File: config.mk
export PLATFORM = sky130hd
export DESIGN_NAME = attitude_angle_sched
export DESIGN_NICKNAME = d
export VERILOG_FILES = /design/src/rtl/attitude_pkg.sv /design/src/rtl/attitude_sample_slot.sv /design/src/rtl/attitude_angle_sched.sv
export SDC_FILE = /design/constraint.sdc
export NUM_CORES = 1
export LEC_CHECK = 0
export ABC_AREA = 1
export CAP_MARGIN = 40
export CORE_MARGIN = 2
export CORE_UTILIZATION = 55
export DETAILED_ROUTE_END_ITERATION = 12
export DONT_BUFFER_PORTS = 1
export PLACE_DENSITY = 0.78
export SKIP_LAST_GASP = 1
export SYNTH_ARGS = -nofsm -noshare
export SYNTH_HDL_FRONTEND = slang
export SYNTH_SLANG_ARGS = --single-unit
File: constraint.sdc
create_clock -name clk -period 1.62 [get_ports clk]
set_clock_uncertainty 0.1 [all_clocks]
set_input_delay 0.324 -clock clk [delete_from_list [all_inputs] [get_ports clk]]
set_output_delay 0.324 -clock clk [all_outputs]
set_load 0.02 [all_outputs]
File: src/rtl/attitude_pkg.sv
// Shared types and constants for the attitude angle scheduler.
package attitude_pkg;

    localparam int ANGLE_W  = 16;
    localparam int SAMPLE_W = 16;
    localparam int DROP_W   = 8;

    typedef enum logic [2:0] {
        S_IDLE    = 3'd0,
        S_P_START = 3'd1,
        S_P_WAIT  = 3'd2,
        S_GAP     = 3'd3,
        S_R_START = 3'd4,
        S_R_WAIT  = 3'd5,
        S_PUBLISH = 3'd6
    } att_state_e;

    // Increment that sticks at all-ones instead of wrapping.
    function automatic logic [DROP_W-1:0] sat_inc(input logic [DROP_W-1:0] v);
        return (v == {DROP_W{1'b1}}) ? v : v + {{(DROP_W-1){1'b0}}, 1'b1};
    endfunction

endpackage

File: src/rtl/attitude_sample_slot.sv
// Single-entry, latest-wins pending sample register with a saturating
// count of samples lost by being overwritten before they were consumed.
module attitude_sample_slot
    import attitude_pkg::*;
(
    input  logic                clk,
    input  logic                rst,
    input  logic                wr,
    input  logic                consume,
    input  logic [SAMPLE_W-1:0] ax,
    input  logic [SAMPLE_W-1:0] ay,
    input  logic [SAMPLE_W-1:0] az,
    output logic                pv,
    output logic [SAMPLE_W-1:0] px,
    output logic [SAMPLE_W-1:0] py,
    output logic [SAMPLE_W-1:0] pz,
    output logic [DROP_W-1:0]   drop_cnt
);

    logic                pv_r;
    logic [SAMPLE_W-1:0] px_r;
    logic [SAMPLE_W-1:0] py_r;
    logic [SAMPLE_W-1:0] pz_r;
    logic [DROP_W-1:0]   drop_r;

    // Slot fill/overwrite/consume; an overwrite of an unconsumed entry is a drop.
    always_ff @(posedge clk) begin
        if (rst) begin
            pv_r   <= 1'b0;
            px_r   <= {SAMPLE_W{1'b0}};
            py_r   <= {SAMPLE_W{1'b0}};
            pz_r   <= {SAMPLE_W{1'b0}};
            drop_r <= {DROP_W{1'b0}};
        end else if (wr) begin
            px_r <= ax;
            py_r <= ay;
            pz_r <= az;
            pv_r <= 1'b1;
            if (pv_r && !consume) begin
                drop_r <= sat_inc(drop_r);
            end else begin
                drop_r <= drop_r;
            end
        end else if (consume) begin
            pv_r <= 1'b0;
        end else begin
            pv_r <= pv_r;
        end
    end

    assign pv       = pv_r;
    assign px       = px_r;
    assign py       = py_r;
    assign pz       = pz_r;
    assign drop_cnt = drop_r;

endmodule

File: src/rtl/attitude_angle_sched.sv
// Shares one cordic_angle engine between the pitch and roll jobs of each
// accelerometer sample, holds one pending sample, and guards each job with
// a watchdog so a hung engine cannot stall the sample path.
module attitude_angle_sched
    import attitude_pkg::*;
#(
    parameter int TIMEOUT_CYC = 1023
) (
    input  logic                clk,
    input  logic                rst,
    input  logic                smp_valid,
    input  logic [SAMPLE_W-1:0] smp_ax,
    input  logic [SAMPLE_W-1:0] smp_ay,
    input  logic [SAMPLE_W-1:0] smp_az,
    output logic                eng_start,
    output logic [SAMPLE_W-1:0] eng_x,
    output logic [SAMPLE_W-1:0] eng_y,
    output logic [SAMPLE_W-1:0] eng_z,
    input  logic                eng_done,
    input  logic [ANGLE_W-1:0]  eng_angle,
    output logic                att_valid,
    output logic [ANGLE_W-1:0]  pitch,
    output logic [ANGLE_W-1:0]  roll,
    output logic                busy,
    output logic [DROP_W-1:0]   drop_cnt,
    output logic                err_timeout,
    input  logic                err_clr
);

    localparam int WD_W = $clog2(TIMEOUT_CYC + 1);

    att_state_e          state_r;
    logic [SAMPLE_W-1:0] wx_r, wy_r, wz_r;
    logic [SAMPLE_W-1:0] eng_x_r, eng_y_r, eng_z_r;
    logic                eng_start_r;
    logic [ANGLE_W-1:0]  pitch_cap_r;
    logic [ANGLE_W-1:0]  pitch_r, roll_r;
    logic                att_valid_r;
    logic                busy_r;
    logic                err_r;
    logic [WD_W-1:0]     wd_r;

    logic                pv_s;
    logic [SAMPLE_W-1:0] px_s, py_s, pz_s;
    logic                idle_s, slot_wr_s, consume_s;
    logic                waiting_s, wd_hit_s, err_set_s;
    logic [WD_W-1:0]     wd_inc_s;

    // In IDLE with an empty slot a sample goes straight to the working
    // registers; everywhere else it lands in the pending slot.
    assign idle_s    = (state_r == S_IDLE);
    assign consume_s = idle_s && pv_s;
    assign slot_wr_s = smp_valid && (!idle_s || pv_s);

    assign waiting_s = (state_r == S_P_WAIT) || (state_r == S_R_WAIT);
    assign wd_inc_s  = wd_r + WD_W'(1);
    assign wd_hit_s  = (wd_inc_s == WD_W'(TIMEOUT_CYC));
    assign err_set_s = waiting_s && !eng_done && wd_hit_s;

    attitude_sample_slot u_slot (
        .clk      (clk),
        .rst      (rst),
        .wr       (slot_wr_s),
        .consume  (consume_s),
        .ax       (smp_ax),
        .ay       (smp_ay),
        .az       (smp_az),
        .pv       (pv_s),
        .px       (px_s),
        .py       (py_s),
        .pz       (pz_s),
        .drop_cnt (drop_cnt)
    );

    // Frame sequencer: pitch job, one-cycle gap, roll job, publish.
    always_ff @(posedge clk) begin
        if (rst) begin
            state_r     <= S_IDLE;
            wx_r        <= {SAMPLE_W{1'b0}};
            wy_r        <= {SAMPLE_W{1'b0}};
            wz_r        <= {SAMPLE_W{1'b0}};
            eng_x_r     <= {SAMPLE_W{1'b0}};
            eng_y_r     <= {SAMPLE_W{1'b0}};
            eng_z_r     <= {SAMPLE_W{1'b0}};
            eng_start_r <= 1'b0;
            pitch_cap_r <= {ANGLE_W{1'b0}};
            pitch_r     <= {ANGLE_W{1'b0}};
            roll_r      <= {ANGLE_W{1'b0}};
            att_valid_r <= 1'b0;
            busy_r      <= 1'b0;
            err_r       <= 1'b0;
            wd_r        <= {WD_W{1'b0}};
        end else begin
            eng_start_r <= 1'b0;
            att_valid_r <= 1'b0;
            // A timeout in the same cycle as a clear leaves the flag set.
            if (err_set_s) begin
                err_r <= 1'b1;
            end else if (err_clr) begin
                err_r <= 1'b0;
            end else begin
                err_r <= err_r;
            end
            case (state_r)
                S_IDLE: begin
                    if (pv_s) begin
                        wx_r        <= px_s;
                        wy_r        <= py_s;
                        wz_r        <= pz_s;
                        eng_x_r     <= px_s;
                        eng_y_r     <= py_s;
                        eng_z_r     <= pz_s;
                        eng_start_r <= 1'b1;
                        busy_r      <= 1'b1;
                        state_r     <= S_P_START;
                    end else if (smp_valid) begin
                        wx_r        <= smp_ax;
                        wy_r        <= smp_ay;
                        wz_r        <= smp_az;
                        eng_x_r     <= smp_ax;
                        eng_y_r     <= smp_ay;
                        eng_z_r     <= smp_az;
                        eng_start_r <= 1'b1;
                        busy_r      <= 1'b1;
                        state_r     <= S_P_START;
                    end else begin
                        busy_r  <= 1'b0;
                        state_r <= S_IDLE;
                    end
                end
                S_P_START: begin
                    wd_r    <= {WD_W{1'b0}};
                    state_r <= S_P_WAIT;
                end
                S_P_WAIT: begin
                    if (eng_done) begin
                        pitch_cap_r <= eng_angle;
                        state_r     <= S_GAP;
                    end else if (wd_hit_s) begin
                        wd_r    <= wd_inc_s;
                        busy_r  <= 1'b0;
                        state_r <= S_IDLE;
                    end else begin
                        wd_r <= wd_inc_s;
                    end
                end
                S_GAP: begin
                    eng_x_r     <= wy_r;
                    eng_y_r     <= wx_r;
                    eng_z_r     <= wz_r;
                    eng_start_r <= 1'b1;
                    state_r     <= S_R_START;
                end
                S_R_START: begin
                    wd_r    <= {WD_W{1'b0}};
                    state_r <= S_R_WAIT;
                end
                S_R_WAIT: begin
                    if (eng_done) begin
                        pitch_r     <= pitch_cap_r;
                        roll_r      <= eng_angle;
                        att_valid_r <= 1'b1;
                        state_r     <= S_PUBLISH;
                    end else if (wd_hit_s) begin
                        wd_r    <= wd_inc_s;
                        busy_r  <= 1'b0;
                        state_r <= S_IDLE;
                    end else begin
                        wd_r <= wd_inc_s;
                    end
                end
                S_PUBLISH: begin
                    busy_r  <= 1'b0;
                    state_r <= S_IDLE;
                end
                default: begin
                    busy_r  <= 1'b0;
                    state_r <= S_IDLE;
                end
            endcase
        end
    end

    assign eng_start   = eng_start_r;
    assign eng_x       = eng_x_r;
    assign eng_y       = eng_y_r;
    assign eng_z       = eng_z_r;
    assign att_valid   = att_valid_r;
    assign pitch       = pitch_r;
    assign roll        = roll_r;
    assign busy        = busy_r;
    assign err_timeout = err_r;

endmodule

==> results of run 1 <==
==> Yosys cell counts, drive strengths merged, types with 2 or more instances <==
cell type / n / area, µm²
nand2: 320 / 1220
dfxtp: 218 / 4360
a21oi: 125 / 637
nor2: 113 / 447
o21ai: 71 / 359
inv: 69 / 259
nand3: 64 / 330
clkbuf: 56 / 210
o211ai: 35 / 263
a31oi: 34 / 213
buf: 19 / 103
or2: 13 / 81.3
nor3: 6 / 51.3
ha: 3 / 37.5
nand4: 2 / 12.5
xor2: 2 / 17.5
==> layer usage <==
| layer | vias up | wire length (µm) | track usage, % |
|---|---|---|---|
| met5 | - | 0 | 0 |
| met4 | 0 | 685 | 9.02 |
| met3 | 58 | 1990 | 7.51 |
| met2 | 301 | 11000 | 46.6 |
| met1 | 3780 | 9810 | 33.9 |
| li1 | 3945 | - | - |
==> repair_timing <==
action                                 4_1_cts  5_1_grt
endpoints found under the hold margin      196      132
resized for setup                           20       69
pin swaps                                   11       27
buffers inserted                            10        6
setup endpoints to repair                    8       93
==> sequential cells by signal, indices dropped and copies added, names as in the netlist, 3 cells and up <==
register and cells:
eng_z 16, roll 16, eng_y 16, wy_r 16, u_slot.pz 16, wz_r 16
wd_r 10, wx_r 16, u_slot.px 16, u_slot.py 16, pitch_cap_r 16, u_slot.drop_cnt 8
pitch 16, eng_x 16, state_r 3
==> logic make-up after synthesis <==
| family | after synthesis |
|---|---|
| AOI/OAI and AO/OA | 266 |
| xor gates and xnor gates | 3 |
| adders and majority gates | 3 |
| buffers and inverters | 144 |
| DFF | 218 |
| and+or+nand+nor | 520 |
==> placed cells by master (no fill, tap or decap), drive strengths merged <==
cell	count
diode	2
nand3b	1
nor3	6
o211ai	35
nand4	2
xnor2	1
dlygate4sd3	64
o21a	1
o21ai	71
a21oi	125
nand2	320
nor2	113
nor4	1
clkinv	5
ha	3
clkbuf	33
or2	13
xor2	2
dfxtp	218
a31oi	34
nand3	64
inv	68
buf	63
==> cell type report <==
cell class,count,area (µm²)
diodes,2,5.00
repair buffers,127,1310
flip-flops and latches,218,4390
fillers,1136,4410
multi-input cells,792,3910
clock buffers,33,683
clock inverters,4,20.0
well taps,211,264
inverters,69,267
==> worst max-delay path: stages, from the launching register on <==
cell	delay, ps
dfxtp_4	370
ha_4	180
nand3_2	80
nor2_2	130
nor2_2	60
nor2_2	150
nand2_2	90
nor2_4	140
nand3_4	90
buf_6	140
nand3_4	50
a21oi_2	50
==> where the power goes <==
| part | leakage (nW) | switching (mW) | internal, mW | total [mW] |
|---|---|---|---|---|
| combinational | 2.15 | 1.20 | 0.849 | 2.05 |
| sequential | 1.79 | 0.539 | 5.90 | 6.44 |
| clock | 0.353 | 1.98 | 2.89 | 4.87 |
| total | 4.29 | 3.72 | 9.64 | 13.4 |
==> per-stage QoR <==
stage,cell area (µm²),TNS (ps),cells,setup WS [ps]
floorplan,8650,0,1154,7.76
global placement,9180,-79.4,1342,-79.4
detailed placement,9180,-219,1342,-152
CTS,10700,-427,1453,-94.6
global route,10800,-1100,1455,-221
finish,10800,-532,1456,-144
==> how the worst max path moves through the flow <==
stage                                       to  depth (start not counted)  slack [ps]
3_5_place_dp                 busy$_SDFFE_PP0P_                         12        -150
3_3_place_gp                 busy$_SDFFE_PP0P_                         12         -80
6_report                 state_r[0]$_SDFF_PP0_                         11        -140
5_1_grt                  state_r[0]$_SDFF_PP0_                         11        -220
2_1_floorplan  u_slot.drop_cnt[6]$_SDFFE_PP0P_                          8           8
4_1_cts                      busy$_SDFFE_PP0P_                         12         -90
==> metrics.yaml, run 1 <==
yosysWarnings: 0
cts_root_buf: "clkbuf_16"
fin_ws_ps: -144
synth-xor-area-share_pct: 0.304
grt_max_degree: 134
synthCells: 1154
cts_tree: "built"
antenna_found_initial: 2
clk_pin_slew_worst_paths_ps: 60
critPathLaunch: "wd_r[1]$_SDFFE_PP0P_"
htree_levels: 1
finalSetupViolations: 5
clk_latency_ps: 490
drc: 0
io_pins: 161
final_hold_viol_count: 131
hold_end: "wz_r[5]$_SDFFE_PP0P_"
synth-adder-area-share_pct: 0.435
firstDrtPassIters: 5
synth_top_family_by_area: "simple AND/OR/NAND/NOR gates"
drtAntennaViolNets: 0
rrSetupSlack_ps: -140
fin_util_pct: 71.1
endpoint_kind: "flop"
power_mw: 13.4
tightest_slew_ps: 404
core_area_um2: 15300
gp_congestion: 0.838
slew_headroom_pct: 72.8
period_needed_ps: 1760
clock-sinks: 218
synth_area_per_cell_um2: 7.48
synth-edff-count: 0
synth_simple_gate_area_share_pct: 25.0
hold_buffers: 64
synth-seq-cells: 218
die-area_um2: 16700
hpwl_um: 13700
routed_via_density: 5.55
worst-setup-path-type: "flop to flop"
die_w_um: 129
muxShareOfSynthArea_pct: 0
cp-start-kind: "flop"
dr.first_iter.drc_count: 603
violations: "negative hold slack, negative setup slack"
syn_nets: 1226
maxCapViolCount: 0
cts_buffer_depth: 3
yosysSeqAreaShare_pct: 50.6
drive_above_1_share_pct: 15.0
yosysUniqueCellTypes: 33
critPathMaxFanout: 5
r2r_cells: 11
cts_buffers: 22
vias: 8084
slew_viol_final: 0
period_share_pct: 109
synth-main-ff-cell: "dfxtp_1"
worstHoldStart: "rst"
p_leak_nw: 4.29
async_flop_share_pct: 0
ir_drop_v: 0.000818
worstPathRequired_ps: 1890
wirelength_um: 23500
worstHoldPathCells: 1
grt_pass1_wl_um: 37600
grt_overflow: 0
die_h_um: 129
wl_per_cell_um: 16.1
port_buffers: 0
grt_pass1_vias: 7793
reg2reg_to: "state_r[0]$_SDFF_PP0_"
p_per_area_nw_per_um2: 1230
rsz0062_at_grt: "yes"
rows: 45
initial_core_util_pct: 56.6
status: "finished, violations left"
fin_nets: 1302
timing.fmax_mhz: 567
worstHoldPathType: "input port to flop"
timing.hold.ws_ps: -202
synth_compound_area_share_pct: 17.1
area_growth_syn_to_layout_pct: 25.7
worst_r2r_startpoint: "wd_r[1]$_SDFFE_PP0P_"
syn_area_um2: 8630
track_usage_pct: 27.5
crit_arrival_ps: 2030
(Power assumes the default switching activity.)
==> run 2, diff against run 1 <==
PLACE_DENSITY = 0.75   (was 0.78)
clock period = 2.2 ns   (was 1.62 ns; I/O delays follow)
==> metrics.yaml, run 2 (synthesized netlist as in run 1, its figures left out) <==
place_ws_ps: 300  # +453 ps
wl_per_cell_um: 15.9  # -1.7%
dr.first_iter.drc_count: 521  # -14%
grt_pass1_vias: 7469  # -4.2%
die-area_um2: 16700  # unchanged
hpwl_um: 13300  # -3.0%
endpoint_kind: "flop"
critical_path.endpoint: "pitch[8]$_SDFFE_PP0P_"
top_layer: "met4"
initial_core_util_pct: 56.6  # unchanged
rows: 45  # unchanged
fin_ws_ps: 74.1  # +218 ps
drc: 0  # unchanged
final_hold_viol_count: 0  # -100%
grt_pass1_wl_um: 37400  # -0.46%
diodes: 0  # -2
clock-sinks: 218  # unchanged
finalSetupViolations: 0  # -5
worstPathRequired_ps: 2540  # +650 ps
final_common_cell: "nand2_1"
worstHoldPathType: "input port to flop"
firstDrtPassIters: 7  # +2
power_mw: 10.4  # -22%
cts_root_buf: "clkbuf_16"
worst_r2r_startpoint: "state_r[0]$_SDFF_PP0_"
wirelength_um: 22700  # -3.3%
timing.hold.ws_ps: 11.9  # +214 ps
cp-start-kind: "flop"
area_growth_syn_to_layout_pct: 21.4
slew_headroom_pct: 74.1  # +1.2 points
reg2reg_to: "pitch[8]$_SDFFE_PP0P_"
drtAntennaViolNets: 0  # unchanged
timing.fmax_mhz: 470  # -17%
crit_arrival_ps: 2470  # +440 ps
drive_above_1_share_pct: 8.44  # -6.5 points
tns_ps: 0  # +532 ps
grt_max_degree: 90  # -33%
grt_overflow: 0  # unchanged
period_share_pct: 96.6  # -12 points
layout_common_cells: "nand2_1 (315), dfxtp_1 (218), a21oi_1 (124), nor2_1 (107), dlygate4sd3_1 (76)"
clk_pin_slew_worst_paths_ps: 60  # about the same
worstHoldPathCells: 2  # +1
maxCapViolCount: 0  # unchanged
rrSetupSlack_ps: 70  # +220 ps
rsz0062_at_grt: "yes"
p_leak_nw: 4.22  # -1.6%
cts_buffers: 24  # +9.1%
port_buffers: 0  # unchanged
routed_via_density: 5.46  # -1.7%
gp_congestion: 0.852  # +1.6%
vias: 7817  # -3.3%
place_inst: 1313  # -2.2%
drt-met1-wl_um: 9760  # -0.49%
core_area_um2: 15300  # unchanged
slew_viol_final: 0  # unchanged
r2r_cells: 6  # -5
worst-setup-path-type: "flop to flop"
track_usage_pct: 27.3  # -0.12 points
io_pins: 161  # unchanged
fin_nets: 1277  # -1.9%
critPathLaunch: "state_r[0]$_SDFF_PP0_"
stdcell_count: 1432  # -1.6%
tightest_slew_ps: 389  # -14.5 ps
cts_buffer_depth: 3  # unchanged
clk_latency_ps: 500  # about the same
die_h_um: 129  # unchanged
ir_drop_v: 0.000612  # -25%
antenna_found_initial: 0  # -2
cts_setup_buffers: 0  # -10
wl_met3_um: 2210  # +11%
p_per_area_nw_per_um2: 989  # -20%
htree_levels: 1  # unchanged
status: "completed"
critPathMaxFanout: 32  # +27
die_w_um: 129  # unchanged
wl_met2_um: 10500  # -4.5%
cts_tree: "built"
period_needed_ps: 2130  # +362 ps
-- run 2: worst min path at each step --
stage,from,to,slack (ps)
after floorplan,wz_r[10]$_SDFFE_PP0P_,wz_r[10]$_SDFFE_PP0P_,340
after global placement,wz_r[8]$_SDFFE_PP0P_,wz_r[8]$_SDFFE_PP0P_,340
after detailed placement,wz_r[10]$_SDFFE_PP0P_,wz_r[10]$_SDFFE_PP0P_,350
after CTS,smp_az[3],u_slot.pz[3]$_SDFFE_PP0P_,0.7
after global routing,smp_ax[4],u_slot.px[4]$_SDFFE_PP0P_,2
final,eng_done,pitch[2]$_SDFFE_PP0P_,10
-- run 2: metrics by stage --
| stage | instance area, µm² | util (%) |
|---|---|---|
| after global placement | 8800 | 57.7 |
| after floorplan | 8630 | - |
| after global routing | 10500 | 68.7 |
| final | 10500 | 68.7 |
| after CTS | 10500 | 68.6 |
| after detailed placement | 8820 | 57.8 |
-- run 2: worst max-delay path, stage by stage, from the launching register on --
cell	delay [ps]
dfxtp_1	390
inv_2	90
nor3_4	280
buf_6	290
nand3_1	130
a21oi_1	190
dlygate4sd3_1	580
-- run 2: per-layer routing --
| layer | track usage (%) | vias to the layer above |
|---|---|---|
| met5 | 0 | - |
| met4 | 5.50 | 0 |
| met3 | 8.30 | 19 |
| met2 | 44.8 | 271 |
| met1 | 36.0 | 3643 |
| li1 | - | 3884 |
-- run 2: where the power goes --
group	internal, mW	leakage (nW)	total [mW]	switching [mW]
combinational	0.552	2.02	1.41	0.859
sequential	4.35	1.78	4.73	0.389
clock	2.65	0.419	4.21	1.56
-- run 2: what timing repair did --
| item | 4_1_cts | 5_1_grt |
|---|---|---|
| setup endpoints to repair | 0 | 36 |
| gates resized for setup | 0 | 7 |
| hold buffers | 77 | 0 |
| hold endpoints to repair | 159 | 0 |
-- run 2: final cells by class --
cell class | instances | area, µm²
clock inverters | 9 | 129
fillers | 1250 | 4780
clock buffers | 33 | 726
inverters | 69 | 262
flip-flops and latches | 218 | 4360
well taps | 211 | 264
multi-input cells | 792 | 3710
repair buffers | 100 | 1030
==> run 3, diff against run 2 <==
ABC_AREA = 0   (was 1)
CORE_UTILIZATION = 50   (was 55)
PLACE_DENSITY = 0.73   (was 0.75)
clock period = 1.7 ns   (was 2.2 ns; I/O delays follow)
==> metrics.yaml, run 3 <==
synth_top_area_share_pct: 50.4  # -0.15 points
max_stage_delay_ps: 490  # -90 ps
io_pins: 161  # unchanged
yosys-top-cells-count: "nand2_1 (365), dfxtp_1 (218), a21oi_1 (161)"
track_usage_pct: 23.3  # -4.0 points
synth-main-ff-cell: "dfxtp_1"
rsz0062_at_grt: "yes"
synth_top_area_cell: "dfxtp_1"
cts_buffers: 23  # -4.2%
layout_common_cells: "nand2_1 (267), dfxtp_1 (208), a21oi_1 (96), a21oi_2 (65), nand2_4 (64)"
ir_drop_v: 0.000937  # +53%
cts_root_buf: "clkbuf_16"
clock-sinks: 218  # unchanged
dr.first_iter.drc_count: 469  # -10%
worst-setup-path-type: "flop to flop"
initial_core_util_pct: 50.6  # -6.0 points
maxCapViolCount: 0  # unchanged
syn_nets: 1145  # -6.6%
gp_congestion: 0.800  # -6.1%
final_common_cell: "nand2_1"
final_hold_viol_count: 218  # +218
drtAntennaViolNets: 0  # unchanged
timing.fmax_mhz: 535  # +14%
async_flop_share_pct: 0  # unchanged
grt_overflow: 0  # unchanged
grt_max_degree: 220  # +140%
synth-edff-count: 0  # unchanged
die_h_um: 136  # +4.9%
syn_area_um2: 8660  # +0.29%
die-area_um2: 18400  # +10%
area_growth_syn_to_layout_pct: 37.5
finalSetupViolations: 132  # +132
timing.hold.ws_ps: -203  # -215 ps
clk_pin_slew_worst_paths_ps: 60  # about the same
die_w_um: 136  # +4.9%
vias: 7783  # -0.43%
violations: "negative hold slack, negative setup slack"
worstHoldPathType: "input port to flop"
fin_nets: 1203  # -5.8%
drive_above_1_share_pct: 34.2  # +26 points
slew_headroom_pct: 73.8  # -0.28 points
port_buffers: 0  # unchanged
register_area_um2: 4380  # +0.46%
cp-start-kind: "flop"
fin_area_um2: 11900  # +14%
synth_area_leaders: "dfxtp_1 (50%), nand2_1 (16%), a21oi_1 (9.3%)"
place_area_um2: 9310  # +5.6%
p_leak_nw: 4.48  # +6.0%
period_share_pct: 110  # +13 points
power_mw: 16.6  # +60%
yosysMostFrequentCell: "nand2_1"
synth_area_per_cell_um2: 8.07  # +7.9%
htree_levels: 1  # unchanged
cts_tree: "built"
crit_chain: "nand2_2 > or4_1 > a221o_1 > o32a_1 > nor2_1"
rows: 48  # +6.7%
synthCells: 1073  # -7.0%
grt_pass1_wl_um: 34900  # -6.7%
period_needed_ps: 1870  # -255 ps
n_fill_cell: 1275  # +2.0%
fin_ws_ps: -171  # -245 ps
routed_via_density: 5.68  # +4.0%
clk_latency_ps: 510  # about the same
grt_pass1_vias: 6983  # -6.5%
stdcell_count: 1371  # -4.3%
cts_buffer_depth: 3  # unchanged
core_area_um2: 17100  # +12%
endpoint_kind: "flop"
slew_viol_final: 0  # unchanged
antenna_found_initial: 0  # unchanged
synth-seq-cells: 218  # unchanged
p_per_area_nw_per_um2: 1390  # +41%
cp_top_family: "compound AO/OA/AOI/OAI gates"
wl_per_cell_um: 18.8  # +18%
status: "finished, violations left"
diodes: 0  # unchanged
wirelength_um: 25700  # +13%
critPathMaxFanout: 5  # -84%
worstPathRequired_ps: 2040  # -500 ps
crit_arrival_ps: 2210  # -260 ps
drc: 0  # unchanged
yosysSeqAreaShare_pct: 50.4  # -0.15 points
hpwl_um: 13800  # +3.9%
yosysWarnings: 0  # unchanged
tightest_slew_ps: 393  # +3.84 ps
firstDrtPassIters: 5  # -2
place_inst: 1280  # -2.5%
crit_buf_inv: 0  # -3
multiInputGateArea_um2: 4970  # +34%
yosysUniqueCellTypes: 58  # +76%
critPathSlowestCell: "or4_1"
==> run 3: cells by family after synthesis <==
| group | share of synthesized area (%) |
|---|---|
| AO/OA/AOI/OAI | 16.9 |
| buffers and inverters | 4.13 |
| multiplexers | 6.27 |
| flip-flops | 50.4 |
| adder cells (fa/ha/maj) | 0.434 |
| XOR/XNOR | 0.708 |
| AND/OR/NAND/NOR | 21.1 |
==> run 3: worst reg2reg max path: cells and delay by family, from the launching register on <==
family           cells  cell delay, ps
AND/OR/NAND/NOR      3             640
AO/OA/AOI/OAI        2             720
flip-flops           1             350
==> run 3: worst paths after layout <==
kind | startpoint | to | slack, ps | cells after the start
worst max register to register | wd_r[8]$_SDFFE_PP0P_ | err_timeout$_SDFFE_PP0P_ | -170 | 5
worst max-delay path | wd_r[8]$_SDFFE_PP0P_ | err_timeout$_SDFFE_PP0P_ | -170 | 5
worst min register to register | pitch_cap_r[3]$_SDFFE_PP0P_ | pitch[3]$_SDFFE_PP0P_ | 350 | 2
worst min-delay path | rst | wd_r[5]$_SDFFE_PP0P_ | -200 | 1
==> run 3: report_power, final <==
part / internal, mW / total, mW / switching [mW]
Combinational: 2.47 / 5.00 / 2.53
Sequential: 5.84 / 6.67 / 0.832
Clock: 2.85 / 4.89 / 2.04
Total: 11.2 / 16.6 / 5.40
==> run 3: layer usage <==
metal	part of all wire, %	GRT usage [%]	up-vias
li1	-	-	3742
met1	39	27.6	3754
met2	50	40.7	247
met3	8.4	7.74	40
met4	2.8	5.96	0
met5	0	0	-
==> run 3: metrics by stage <==
| stage | worst slack, ps | util, % | setup TNS (ps) |
|---|---|---|---|
| after floorplan | -150 | - | -5900 |
| after global placement | -167 | 54.4 | -1080 |
| after detailed placement | -182 | 54.4 | -1770 |
| after CTS | -174 | 60.7 | -4650 |
| after global routing | -237 | 69.6 | -22490 |
| final | -171 | 69.6 | -12670 |
==> run 3: final cells by class <==
| cell class | instances | area share, % |
|---|---|---|
| Multi-Input combinational cell | 770 | 41.8 |
| Sequential cell | 218 | 36.8 |
| Timing Repair Buffer | 113 | 12.7 |
| Clock buffer | 31 | 5.51 |
| Tap cell | 225 | 2.36 |
| Clock inverter | 9 | 0.651 |
| Inverter | 5 | 0.158 |
==> run 3: repair_timing <==
item | CTS | global route
endpoints found under the setup margin | 71 | 143
setup buffers | 8 | 15
hold buffers | 1 | 4
pin swaps | 16 | 124
resized for setup | 35 | 283
gates cloned | 6 | 20
hold endpoints to repair | 218 | 218
